[src/rtl/div_unit.sv]
// Purpose : multi-cycle radix-2 restoring divider for DIV/DIVU in EX; signed and unsigned modes.
// Latency : start edge E0 -> ready_o after E0+WIDTH+1; divide-by-zero after E0+2; early-out after E0+1.
// Backpr. : start_i is accepted only in FREE; the result is held in END while start_i stays high.
//
// Ports:
//   clk, rst        clock (rising edge) and synchronous active-high reset
//   signed_div_i    1 = signed division, 0 = unsigned
//   opdata1_i       dividend
//   opdata2_i       divisor
//   start_i         request, held high until ready_o is seen
//   annul_i         cancel the operation in flight, or block acceptance while in FREE
//   result_o        {remainder, quotient}
//   ready_o         result_o valid
//   busy_o          high in any state other than FREE
//
// Optional build macro DIV_EARLY_OUT_EN: when |divisor| > |dividend| the iterations are skipped
// and the result is quotient 0, remainder = dividend. Results are identical; only latency differs.
module div_unit #(
  parameter  int WIDTH = 32,
  localparam int CNT_W = $clog2(WIDTH) + 1
) (
  input  logic               clk,
  input  logic               rst,
  input  logic               signed_div_i,
  input  logic [WIDTH-1:0]   opdata1_i,
  input  logic [WIDTH-1:0]   opdata2_i,
  input  logic               start_i,
  input  logic               annul_i,
  output logic [2*WIDTH-1:0] result_o,
  output logic               ready_o,
  output logic               busy_o
);

  typedef enum logic [1:0] {FREE, BYZERO, ON, END} state_t;

  state_t           state;
  logic [CNT_W-1:0] cnt_q;
  logic [WIDTH-1:0] rem_q;      // partial remainder
  logic [WIDTH-1:0] quo_q;      // dividend bits shifting out, quotient bits shifting in
  logic [WIDTH-1:0] dsr_q;      // divisor magnitude
  logic             neg_dvd_q;  // dividend was negative (signed mode)
  logic             neg_quo_q;  // operand signs differ (signed mode)

  logic             dvd_neg, dsr_neg, div_zero, early_out;
  logic [WIDTH-1:0] dvd_mag, dsr_mag;
  logic [WIDTH:0]   shifted, diff;
  logic [WIDTH-1:0] quo_fix, rem_fix, short_rem;

  assign dvd_neg  = signed_div_i & opdata1_i[WIDTH-1];
  assign dsr_neg  = signed_div_i & opdata2_i[WIDTH-1];
  assign dvd_mag  = dvd_neg ? -opdata1_i : opdata1_i;
  assign dsr_mag  = dsr_neg ? -opdata2_i : opdata2_i;
  assign div_zero = (opdata2_i == '0);

`ifdef DIV_EARLY_OUT_EN
  assign early_out = (dsr_mag > dvd_mag);
`else
  assign early_out = 1'b0;
`endif

  // The shifted partial remainder needs WIDTH+1 bits for the trial subtraction. The stored
  // remainder always ends below the divisor magnitude, so WIDTH bits hold it.
  assign shifted = {rem_q, quo_q[WIDTH-1]};
  assign diff    = shifted - {1'b0, dsr_q};

  assign quo_fix = neg_quo_q ? -quo_q : quo_q;
  assign rem_fix = neg_dvd_q ? -rem_q : rem_q;
  // On the short path quo_q still holds the dividend magnitude (cleared for divide-by-zero),
  // so restoring its sign gives the original dividend as the remainder.
  assign short_rem = neg_dvd_q ? -quo_q : quo_q;

  always_ff @(posedge clk) begin
    if (rst) begin
      state     <= FREE;
      cnt_q     <= '0;
      rem_q     <= '0;
      quo_q     <= '0;
      dsr_q     <= '0;
      neg_dvd_q <= 1'b0;
      neg_quo_q <= 1'b0;
      result_o  <= '0;
      ready_o   <= 1'b0;
      busy_o    <= 1'b0;
    end else begin
      case (state)
        FREE: begin
          if (start_i && !annul_i) begin
            neg_dvd_q <= dvd_neg;
            neg_quo_q <= dvd_neg ^ dsr_neg;
            dsr_q     <= dsr_mag;
            quo_q     <= div_zero ? '0 : dvd_mag;
            rem_q     <= '0;
            busy_o    <= 1'b1;
            if (div_zero) begin
              // Two edges through BYZERO: counter runs 0 -> 1.
              state <= BYZERO;
              cnt_q <= '0;
            end else if (early_out) begin
              // Counter preloaded so BYZERO exits on the very next edge.
              state <= BYZERO;
              cnt_q <= CNT_W'(1);
            end else begin
              state <= ON;
              cnt_q <= '0;
            end
          end
        end

        BYZERO: begin
          if (annul_i) begin
            state  <= FREE;
            busy_o <= 1'b0;
          end else if (cnt_q == CNT_W'(1)) begin
            result_o <= {short_rem, {WIDTH{1'b0}}};
            ready_o  <= 1'b1;
            state    <= END;
          end else begin
            cnt_q <= cnt_q + CNT_W'(1);
          end
        end

        ON: begin
          if (annul_i) begin
            state  <= FREE;
            busy_o <= 1'b0;
          end else if (cnt_q == CNT_W'(WIDTH)) begin
            result_o <= {rem_fix, quo_fix};
            ready_o  <= 1'b1;
            state    <= END;
          end else begin
            if (!diff[WIDTH]) begin
              rem_q <= diff[WIDTH-1:0];
              quo_q <= {quo_q[WIDTH-2:0], 1'b1};
            end else begin
              rem_q <= shifted[WIDTH-1:0];
              quo_q <= {quo_q[WIDTH-2:0], 1'b0};
            end
            cnt_q <= cnt_q + CNT_W'(1);
          end
        end

        END: begin
          if (annul_i || !start_i) begin
            state   <= FREE;
            ready_o <= 1'b0;
            busy_o  <= 1'b0;
          end
        end

        default: begin
          state   <= FREE;
          ready_o <= 1'b0;
          busy_o  <= 1'b0;
        end
      endcase
    end
  end

endmodule

[config.mk]
export PLATFORM = sky130hd
export DESIGN_NAME = div_unit
export DESIGN_NICKNAME = d
export VERILOG_FILES = /design/src/rtl/div_unit.sv
export SDC_FILE = /design/constraint.sdc
export NUM_CORES = 1
export LEC_CHECK = 0
export ABC_AREA = 1
export BUFFER_PORTS_ARGS = -buffer_cell sky130_fd_sc_hd__buf_2
export CORE_MARGIN = 5
export CORE_UTILIZATION = 25
export DETAILED_ROUTE_END_ITERATION = 7
export PLACE_DENSITY = 0.46
export SYNTH_ARGS = -nofsm -noshare
export SYNTH_HDL_FRONTEND = slang
export SYNTH_SLANG_ARGS = --single-unit
[constraint.sdc]
create_clock -name clk -period 2.3 [get_ports clk]
set_clock_uncertainty 0.2 [all_clocks]
set_input_delay 0.23 -clock clk [delete_from_list [all_inputs] [get_ports clk]]
set_output_delay 0.23 -clock clk [all_outputs]
set_load 0.01 [all_outputs]
==> impl_results.md <==
- Status: finished with violations
- Failing checks: negative setup slack
- Vias/cell: 4.68
- Non-filler instance count after layout: 3500
- Final GP Congestion: 0.948
- Inserted Clock Buffers: 17
- Max IR drop VDD: 673 µV
- Setup-failing EPs final: 33
- Syn Inst Count: 2349
- Post-synthesis xor/xnor area fraction: 4.55%
- DRT Wirelength: 59.3 mm
- Final hold viol count: 0
- PD cells: 1010 nW/µm²
- Top cell type's share of synthesized area: 24.9%
- Seq/Total Area, Yosys: 24.9%
- Vias: 16400
- Die X: 245 µm
- Compound-Gate Fraction of Synth Area: 18.2%
- Core area: 55000 µm²
- Detail Route Antenna Nets: 0
- Fin crit share: 106%
- Adder-Cell Fraction of Synth Area: 4.03%
- CTS Root Buffer Type: clkbuf_16
- Syn Nets: 2462
- CTS tree: done
- Slew at the pin closest to its max-slew limit: 0.781 ns
- FMAX: 410 MHz
- Clock-pin slew on the worst setup and hold paths: 0.07 ns
- Post-synth EDFFs: 0
- Htree depth: 4
- Prevailing post-synth register cell: dfxtp_1
- CP max FO: 7
- Max Cap Violations: 0
- Crit path time final: 2.44 ns
- Avg Cell Area, Syn: 5.90 µm²
- Crit Path Class: reg -> reg
- Util after Layout: 35.1%
- Num rows: 86
- Initial antenna violation count: 1
- CP endpoint kind: register
- Die area: 60200 µm²
- Worst skew pair latency: 0.49 ns
- Max Buffers Root-to-Sink: 2
- Vert. Die Dim: 245 µm
- Simple-gate share of the synthesized area: 35.4%
- Worst Hold Class: in -> reg
- Final Max Tran Viols: 0
- Largest net degree at the start of global routing: 110
- P_leak: 0.00929 µW
- Synthesis Warnings: 0
- Vias in the first global route: 15600
- Port-buffer cells: 134
- Synth area leaders: dfxtp_1 25%, nand2_1 17%, inv_1 9.7%
- CTS Sinks: 172
- Final #Nets: 2851
- DP HPWL: 46.9 mm
- Synth-to-layout area growth: 39.2%
- Starting Density: 25.2%
- Req. time, crit path: 2.44 ns
- # DRC: 0
- Slew HR: 47.4%
- Worst path arrival time: 2.58 ns
- Post-synth ARST share: 0%
- Final worst-path setup slack: -0.137 ns
- Cell Count Post-Placement: 3399
- #FFs+latches synth: 172
- Top-count cell post-synth: nand2_1
- Synth unique cells: 48
- Num ports: 135
- Pre-Repair DR Iteration Count: 5
- Synthesized cell area: 13900 µm²
- Layout cell share with drive strength beyond 1: 23.2%
- Setup crit start kind: register
- DRT iter0 DRCs: 1046
- Top cells by count, synth: 616 x nand2_1, 357 x inv_1, 214 x nand3_1
- Global Route Usage Sum: 19.2%
- Top cell type by total area after synthesis: dfxtp_1
- Gr ovfl total: 0
- WL per Instance: 16.9 µm
- Post-synthesis mux area share: 0%
- Global-route wire length before repair: 90.6 mm
- Largest family of logic cells by synthesized area: simple AND/OR/NAND/NOR gates
- RSZ-0062 raised after global routing: yes
[cell usage in the layout, fill, tap and decap left out, types with 13 or more instances in the layout]
cell type	n
nor2_1	183
o211ai_1	33
o21a_1	13
xnor2_1	17
buf_2	133
buf_4	248
nand3b_1	17
clkbuf_16	18
buf_12	14
nand2_1	596
nand3_2	40
inv_2	19
o21ai_1	16
nand4_1	23
a31oi_1	20
dfxtp_1	164
nand2_2	22
xor2_1	52
inv_1	343
nand3_1	173
a21oi_1	193
nor3_1	19
dlygate4sd3_1	49
ha_1	31
o22ai_1	23
nor2_2	20
o21ai_0	118
a21oi_2	17
[critical path, stage by stage (launching register included)]
cell and delay [ns]:
dfxtp_2 0.33, inv_2 0.04, ha_4 0.15, fa_2 0.37, inv_2 0.08, nand2_2 0.06
nand2_2 0.07, nand3_2 0.09, nand2_4 0.11, nand2_4 0.06, nand2_4 0.10, nand2_8 0.08
nand3_4 0.17, buf_6 0.17, nand3_2 0.09, nand3_2 0.07, a21oi_1 0.06
[cells by family after synthesis]
group | after synthesis
xor gates and xnor gates | 72
AOI/OAI and AO/OA | 457
adders and majority gates | 44
buffers and inverters | 456
and+or+nand+nor | 1148
DFF | 172
[flip-flops by register name (all words and copies together), names as in the netlist, 2 cells and up]
| signal | count |
|---|---|
| rem_q | 32 |
| cnt_q | 6 |
| result_o | 64 |
| state | 2 |
| dsr_q | 32 |
| quo_q | 32 |
[metrics by stage]
| step | hold slack, ns | area, µm² | TNS (ns) | power (µW) | setup slack [ns] |
|---|---|---|---|---|---|
| 3_5_place_dp | 0.253 | 17200 | -13.02 | 15200 | -0.305 |
| 5_1_grt | 0.0536 | 19300 | -7.59 | 21000 | -0.262 |
| 2_1_floorplan | 0.171 | 13900 | -0.0683 | 10400 | -0.00759 |
| 6_report | 0.0377 | 19300 | -3.60 | 19500 | -0.137 |
| 3_3_place_gp | 0.249 | 17200 | -11.76 | 15100 | -0.289 |
| 4_1_cts | 0.00342 | 18600 | -3.68 | 18700 | -0.131 |
[metal layers]
layer / global-route usage, % / up-vias / wire length, µm / part of all wire, %
li1: - / 8385 / - / -
met1: 26.7 / 7575 / 28100 / 47
met2: 31.0 / 348 / 26900 / 45
met3: 3.27 / 68 / 2900 / 4.9
met4: 5.07 / 0 / 1370 / 2.3
met5: 0 / - / 0 / 0
[timing repair]
action,4_1_cts,5_1_grt
cloned,3,2
setup buffers,7,8
hold endpoints to repair,49,0
gates resized for setup,51,160
setup endpoints to repair,65,109
pin swaps,26,50
hold buffers,49,0
[worst paths after layout]
check,depth (start not counted),slack [ns],start,end
setup reg to reg,16,-0.14,quo_q[31],rem_q[2]
hold / removal,4,0.04,opdata1_i[18],quo_q[18]
setup / recovery,16,-0.14,quo_q[31],rem_q[2]
hold reg to reg,2,0.26,result_o[3],result_o[3]
[where the power goes]
part / switching (µW) / leakage [µW] / internal (µW)
clock: 1470 / 0.000269 / 1530
sequential: 554 / 0.00140 / 3590
combinational: 7520 / 0.00762 / 4830
total: 9540 / 0.00929 / 9950
[cell type report]
cell class | instances | area, µm²
Inverter | 366 | 1380
Tap cell | 748 | 936
Timing Repair Buffer | 459 | 3510
Multi-Input combinational cell | 1722 | 9420
Clock inverter | 14 | 153
Sequential cell | 172 | 3460
Clock buffer | 18 | 429
Fill cell | 5994 | 35700
Antenna cell | 1 | 2.50
Power figures use the tool's default switching activity.
